===== src/rtl/word_packer.sv =====
// Packs RATIO narrow words into one wide beat with per-lane keep bits.
// A packet end flushes a partial beat, so no beat ever spans two packets.
module word_packer #(
  parameter int WORD_WIDTH = 8,
  parameter int RATIO      = 4
) (
  input  logic                        clk,
  input  logic                        reset,
  input  logic                        i_valid,
  output logic                        i_ready,
  input  logic [WORD_WIDTH-1:0]       i_data,
  input  logic                        i_last,
  output logic                        o_valid,
  input  logic                        o_ready,
  output logic [WORD_WIDTH*RATIO-1:0] o_data,
  output logic [RATIO-1:0]            o_keep,
  output logic                        o_last
);

  localparam int LANE_W  = (RATIO > 1) ? $clog2(RATIO) : 1;
  localparam int BEAT_W  = WORD_WIDTH * RATIO;
  localparam int STAGE_W = WORD_WIDTH * (RATIO - 1);
  localparam logic [LANE_W-1:0] LAST_LANE = LANE_W'(RATIO - 1);

  logic [LANE_W-1:0]  lane_r;
  logic [LANE_W-1:0]  lane_nxt_s;
  logic [STAGE_W-1:0] stage_r;
  logic [STAGE_W-1:0] stage_nxt_s;
  logic [BEAT_W-1:0]  stage_ext_s;
  logic [BEAT_W-1:0]  data_r;
  logic [BEAT_W-1:0]  data_nxt_s;
  logic [RATIO-1:0]   keep_r;
  logic [RATIO-1:0]   keep_nxt_s;
  logic               last_r;
  logic               last_nxt_s;
  logic               valid_r;
  logic               valid_nxt_s;
  logic               insert_s;
  logic               remove_s;
  logic               complete_s;

  // Ready ignores the lane counter: any pending, unaccepted beat stalls all inserts.
  assign i_ready     = !valid_r || o_ready;
  assign insert_s    = i_valid && i_ready;
  assign remove_s    = valid_r && o_ready;
  assign complete_s  = insert_s && ((lane_r == LAST_LANE) || i_last);
  // The top lane is never staged; it reads as zero so the lane loop below stays uniform.
  assign stage_ext_s = {{WORD_WIDTH{1'b0}}, stage_r};

  // Staging lanes and lane counter for the beat under construction.
  always_comb begin
    stage_nxt_s = stage_r;
    lane_nxt_s  = lane_r;
    if (complete_s) begin
      lane_nxt_s = {LANE_W{1'b0}};
    end else if (insert_s) begin
      lane_nxt_s = lane_r + LANE_W'(1);
      for (int k = 0; k < RATIO - 1; k++) begin
        if (lane_r == LANE_W'(k)) begin
          stage_nxt_s[k*WORD_WIDTH +: WORD_WIDTH] = i_data;
        end else begin
          stage_nxt_s[k*WORD_WIDTH +: WORD_WIDTH] = stage_r[k*WORD_WIDTH +: WORD_WIDTH];
        end
      end
    end else begin
      lane_nxt_s = lane_r;
    end
  end

  // Output beat assembly: staged lanes below, the new word at lane, zeros above.
  always_comb begin
    data_nxt_s  = data_r;
    keep_nxt_s  = keep_r;
    last_nxt_s  = last_r;
    valid_nxt_s = valid_r;
    if (complete_s) begin
      for (int k = 0; k < RATIO; k++) begin
        if (LANE_W'(k) < lane_r) begin
          data_nxt_s[k*WORD_WIDTH +: WORD_WIDTH] = stage_ext_s[k*WORD_WIDTH +: WORD_WIDTH];
        end else if (LANE_W'(k) == lane_r) begin
          data_nxt_s[k*WORD_WIDTH +: WORD_WIDTH] = i_data;
        end else begin
          data_nxt_s[k*WORD_WIDTH +: WORD_WIDTH] = {WORD_WIDTH{1'b0}};
        end
        keep_nxt_s[k] = (LANE_W'(k) <= lane_r);
      end
      last_nxt_s  = i_last;
      valid_nxt_s = 1'b1;
    end else if (remove_s) begin
      valid_nxt_s = 1'b0;
    end else begin
      valid_nxt_s = valid_r;
    end
  end

  // State registers with synchronous reset.
  always_ff @(posedge clk) begin
    if (reset) begin
      lane_r  <= {LANE_W{1'b0}};
      stage_r <= {STAGE_W{1'b0}};
      data_r  <= {BEAT_W{1'b0}};
      keep_r  <= {RATIO{1'b0}};
      last_r  <= 1'b0;
      valid_r <= 1'b0;
    end else begin
      lane_r  <= lane_nxt_s;
      stage_r <= stage_nxt_s;
      data_r  <= data_nxt_s;
      keep_r  <= keep_nxt_s;
      last_r  <= last_nxt_s;
      valid_r <= valid_nxt_s;
    end
  end

  assign o_valid = valid_r;
  assign o_data  = data_r;
  assign o_keep  = keep_r;
  assign o_last  = last_r;

endmodule


===== config.mk =====
export PLATFORM = sky130hd
export DESIGN_NAME = word_packer
export DESIGN_NICKNAME = d
export VERILOG_FILES = /design/src/rtl/word_packer.sv
export SDC_FILE = /design/constraint.sdc
export NUM_CORES = 1
export LEC_CHECK = 0
export CORE_AREA = 2 2 78 88
export CTS_BUF_LIST = sky130_fd_sc_hd__clkbuf_2
export DETAILED_ROUTE_END_ITERATION = 7
export DIE_AREA = 0 0 80 90
export PLACE_DENSITY = 0.69
export SYNTH_ARGS = -nofsm -noshare
export SYNTH_HDL_FRONTEND = slang
export SYNTH_SLANG_ARGS = --single-unit

===== constraint.sdc =====
create_clock -name clk -period 2.8 [get_ports clk]
set_input_delay 0.42 -clock clk [delete_from_list [all_inputs] [get_ports clk]]
set_output_delay 0.42 -clock clk [all_outputs]
set_load 0.05 [all_outputs]

Yosys cells after proc, flatten, opt, wreduce, memory -nomap -nowiden
Index checks and enable logic that the tools add are counted.
{"block": "word_totals", "wordCells": 46, "register_bits": 64, "in_bits": 13}
{"block": "classes", "reduce_logical": 12, "n_lt_le_gt_ge": 8, "eq_ne": 6, "bitwise": 1, "n_addsub": 1, "n_mux": 10}
{"operator": "$mux 8", "count": 8}
{"operator": "$reduce_and 3->1", "count": 3}
{"operator": "$eq 2x2->1 const A", "count": 2}
{"operator": "$eq 2x2->1 const B", "count": 2}
{"operator": "$le 1x2->1 const A", "count": 2}
{"operator": "$le 2x2->1 const A", "count": 2}
{"operator": "$lt 1x2->1 const A", "count": 2}
{"operator": "$lt 2x2->1 const A", "count": 2}
{"operator": "$logic_and 1x1->1", "count": 3}
{"operator": "$add 2x1->2 const B", "count": 1}
{"operator": "$eq 1x2->1 const A", "count": 1}
{"operator": "$eq 2x1->1 const B", "count": 1}
{"operator": "$logic_not 2->1", "count": 1}
{"operator": "$logic_or 1x1->1", "count": 2}
{"operator": "$mux 1", "count": 2}
{"operator": "$reduce_bool 2->1", "count": 1}
{"operator": "$reduce_or 2->1", "count": 1}
{"operator": "$logic_not 1->1", "count": 1}
{"operator": "$not 1->1", "count": 1}

Logic depth before layout (Yosys ltp)
{"block": "logic_depth", "depth_word": 6, "depth_mapped": 6}

Worst setup path before layout
No wires, ideal clock.
{"block": "synth_path", "kind": "reg2reg", "from": "register valid_r, in the netlist o_valid", "to": "register data_r[18], in the netlist o_data[18]", "t_required_ns": 2.714, "n_path_buf": 2, "path_stages_with_launch": 7, "arrival_ns": 1.928, "setup_ns": 0.086, "path_slack_ns": 0.786, "cell_sequence": "dfxtp_1 -> nor2b_1 -> clkbuf_2 -> clkinv_1 -> clkbuf_1 -> a31oi_1 -> a211oi_1"}
{"block": "synth_via", "elab_chain_len": 4}
{"element": "start, declared", "line": "36", "rtl": "logic valid_r;"}
{"element": "start signal, assigned", "line": "111", "rtl": "valid_r <= valid_nxt_s;"}
{"element": "$logic_not 1->1", "line": "43", "rtl": "assign i_ready = !valid_r || o_ready;"}
{"element": "$logic_or 1x1->1", "line": "43"}
{"element": "named net i_ready", "line": "10", "rtl": "output logic i_ready,"}
{"element": "$logic_and 1x1->1", "line": "44", "rtl": "assign insert_s = i_valid && i_ready;"}
{"element": "$logic_and 1x1->1", "line": "46", "rtl": "assign complete_s = insert_s && ((lane_r == LAST_LANE) || i_last);"}
{"element": "end signal, assigned", "line": "101", "rtl": "data_r <= {BEAT_W{1'b0}};"}
{"element": "end signal, assigned", "line": "108", "rtl": "data_r <= data_nxt_s;"}
{"element": "end, declared", "line": "30", "rtl": "logic [BEAT_W-1:0] data_r;"}
The timed path passes the listed nets, and every way through them passes these cells.
A chain may end at the register's enable or synchronous reset.

Worst setup path in the final report
{"block": "layout_path", "from": "register lane_r[1]", "to": "register stage_r[15]"}
{"block": "layout_via", "elab_chain_len": 5}
{"element": "start, declared", "line": "25", "rtl": "logic [LANE_W-1:0] lane_r;"}
{"element": "start signal, assigned", "line": "99", "rtl": "lane_r <= {LANE_W{1'b0}};"}
{"element": "start signal, assigned", "line": "106", "rtl": "lane_r <= lane_nxt_s;"}
{"element": "$eq 2x2->1", "line": "46"}
{"element": "$logic_or 1x1->1", "line": "46"}
{"element": "$logic_and 1x1->1", "line": "46"}
{"element": "$not 1->1 (no line)"}
{"element": "$reduce_and 3->1 (no line) (*)"}
{"element": "end signal, assigned", "line": "100", "rtl": "stage_r <= {STAGE_W{1'b0}};"}
{"element": "end signal, assigned", "line": "107", "rtl": "stage_r <= stage_nxt_s;"}
{"element": "end, declared", "line": "27", "rtl": "logic [STAGE_W-1:0] stage_r;"}
Mark *: on every way between the ends. The rest lies on a longest branch, timed or not.

==> reports/metrics.cfg <==
[clock_network]
cts_sinks = 64
clk_pin_slew_worst_paths_ns = 0.17
cts_tree = yes
post_cts_buffers = 0
cts-root-buf = clkbuf_2
clk_latency_ns = 0.49
postCtsHoldBufs = 0
cts-buffers-inserted = 9
clockBufferDepth = 2
h-tree-depth = 3
cts_resized = 0

[route]
vias = 2441
ant_nets = 0
wl_per_cell_microns = 17.5
vias_per_cell = 5.88
route.detailed.drc = 0
firstDrtPassIters = 5
wirelength_microns = 7260
drtIter0Drc = 229

[sta]
tightestPinTransition_ns = 0.863
finalMaxSlewViolations = 0
fin_crit_sh_pct = 80.8
achievable-frequency_mhz = 442
setup_viol_count_final = 0
hold_violations = 0
slew-limit-headroom_pct = 42.2
holdWs_ns = 0.470
tns_ns = 0
period_needed_ns = 2.26
rsz0062_at_grt = false
clock_skew_ns = 0.0198

[status]
status = completed

[yosys]
synth_warnings = 0
synth.distinct_cells = 33
synth.avg_cell_area_sq_um = 9.72
synth_fp_nets = 305
synth_top_flop_cell = dfxtp_1
synthCells = 286
syn_area_sq_um = 2780
async_reset_ff_share_pct = 0
ys_ff_latch = 64
synth_edf_count = 0
ys_seq_area_share_pct = 46.1

[setup_path]
r2r_start = lane_r[1]
cp_slowest_stage_delay_ns = 0.60
cp.required_ns = 3.18
path_cells = ha_1 -> or4b_4 -> or3_1 -> a31o_1
cp_slowest_cell = or4b_4
crit_path_start = lane_r[1]
setup.worst_path.class = reg2reg
end_kind = flop
startpoint_type = flop
cp.arrival_ns = 2.65
worstPathMaxFanout = 15

[die]
start_util_pct = 43.7
rows = 31
die_h_microns = 90
io_pins = 52
dieArea_sq_um = 7200
core_sq_um = 6360
die_w_microns = 80

[grt]
first_global_vias = 2238
grt_pass1_wl_microns = 11500
overflow = 0
grt_max_degree = 34
grt_use_total_pct = 20.8
grt_antenna_before_repair = 0

[final_layout]
final_layout_size_suffix_gt1_share_pct = 8.11
diodes = 0
final_util_pct = 54.4
area_delta_synth_final_pct = 24.4
instances_no_fill = 415
nets = 347

[power]
p_comb_share_pct = 18.6
peakVddDrop_mv = 0.281
p_int_mw = 1.37
power_density_nw_per_um2 = 565
p_seq_share_pct = 49.8
p_switching_mw = 0.583
p_leak_nw = 1.33
p_sw_share_pct = 29.8
p_clk_share_pct = 31.6

[run]
drv_cap = 0

[placement]
gp_congestion = 0.880
place_hpwl_microns = 4970
post-place-cells = 399
portBuffers = 51

[min_path]
hold_path_class = reg2reg
hp-start = o_keep[3]

==> cell type report <==
type                            count  area [sq um]
Timing Repair Buffer               60           576
Fill cell                         594          2900
Sequential cell                    64          1280
Clock buffer                       11          55.1
Multi-Input combinational cell    187          1350
Tap cell                           82           103
Clock inverter                      5          71.3
Inverter                            6          22.5
==> registers in the layout (all words and copies together), names as in the netlist <==
register  cells
o_data       32
stage_r      24
o_keep        4
lane_r        2
o_last        1
o_valid       1
==> worst paths after layout <==
path / endpoint / slack, ns / cells after the start
worst max-delay path: stage_r[15] / 0.54 / 4
worst min-delay path: o_keep[3] / 0.47 / 1
worst max register to register: stage_r[15] / 0.54 / 4
worst min register to register: o_keep[3] / 0.47 / 1
==> cell families after synthesis <==
family | Yosys count | synth area share, %
DFF | 64 | 46.1
buffers and inverters | 35 | 5.31
and+or+nand+nor | 62 | 13.6
adders and majority gates | 6 | 2.70
AOI/OAI and AO/OA | 95 | 23.6
muxes | 24 | 8.64
==> metal layers <==
layer  global-route usage [%]  wire (microns)  vias to the layer above
met5                        0               0                        -
met4                     11.4             181                        0
met3                     2.91             367                       16
met2                     31.3            3510                       97
met1                     28.3            3190                     1164
li1                         -               -                     1164
==> cells in the mapped netlist (2+ instances only) <==
master | count | area, sq um
inv_1 | 3 | 11.3
nor2_1 | 2 | 7.51
a31oi_1 | 35 | 219
o21a_1 | 2 | 15.0
nor4_1 | 8 | 50.1
dfxtp_1 | 64 | 1280
buf_1 | 3 | 11.3
mux2i_1 | 24 | 240
clkbuf_1 | 23 | 86.3
clkinv_1 | 3 | 11.3
nand4_1 | 2 | 12.5
buf_6 | 2 | 22.5
nand2b_1 | 8 | 50.1
ha_1 | 6 | 75.1
and2_1 | 8 | 50.1
nand3_1 | 3 | 15.0
and3b_1 | 8 | 70.1
nand2_1 | 16 | 60.1
o21ai_0 | 2 | 10.0
a31o_1 | 8 | 70.1
o31ai_1 | 2 | 15.0
a21oi_1 | 11 | 55.1
a22o_1 | 8 | 70.1
a211oi_1 | 26 | 195
==> cell usage in the layout, fill, tap and decap left out, types with 3 or more instances in the layout <==
| cell type | netlist | layout |
|---|---|---|
| a211oi_1 | 26 | 26 |
| a22o_1 | 8 | 8 |
| mux2i_1 | 24 | 24 |
| a21oi_1 | 11 | 11 |
| clkbuf_2 | 1 | 11 |
| nand2_1 | 16 | 16 |
| clkdlybuf4s50_1 | 0 | 50 |
| dfxtp_1 | 64 | 64 |
| buf_4 | 0 | 10 |
| a31o_1 | 8 | 8 |
| ha_1 | 6 | 6 |
| clkinv_1 | 3 | 6 |
| inv_1 | 3 | 3 |
| nor4_1 | 8 | 8 |
| and2_1 | 8 | 8 |
| nand3_1 | 3 | 3 |
| a31oi_1 | 35 | 35 |
| and3b_1 | 8 | 8 |
| nand2b_1 | 8 | 8 |
==> power by group through the flow <==
stage          Sequential, mW  Combinational [mW]  Clock [mW]
2_1_floorplan            1.09               0.143           0
3_3_place_gp            0.993               0.359           0
3_5_place_dp            0.994               0.363           0
4_1_cts                 0.975               0.364       0.630
5_1_grt                 0.979               0.386       0.663
6_report                0.974               0.364       0.618
==> metrics by stage <==
step,setup WS [ns],cell area (sq um),power [mW]
after detailed placement,0.420,3330,1.36
after CTS,0.587,3460,1.97
after global routing,0.468,3460,2.03
after floorplan,0.786,2780,1.23
final,0.538,3460,1.96
after global placement,0.458,3330,1.35
==> critical path: cells and delay by family (launching register included) <==
| family | cells | cell delay, ns |
|---|---|---|
| compound gates | 1 | 0.27 |
| simple gates | 2 | 1.08 |
| fa+ha+maj | 1 | 0.30 |
| flops | 1 | 0.50 |
(Power assumes the default switching activity.)
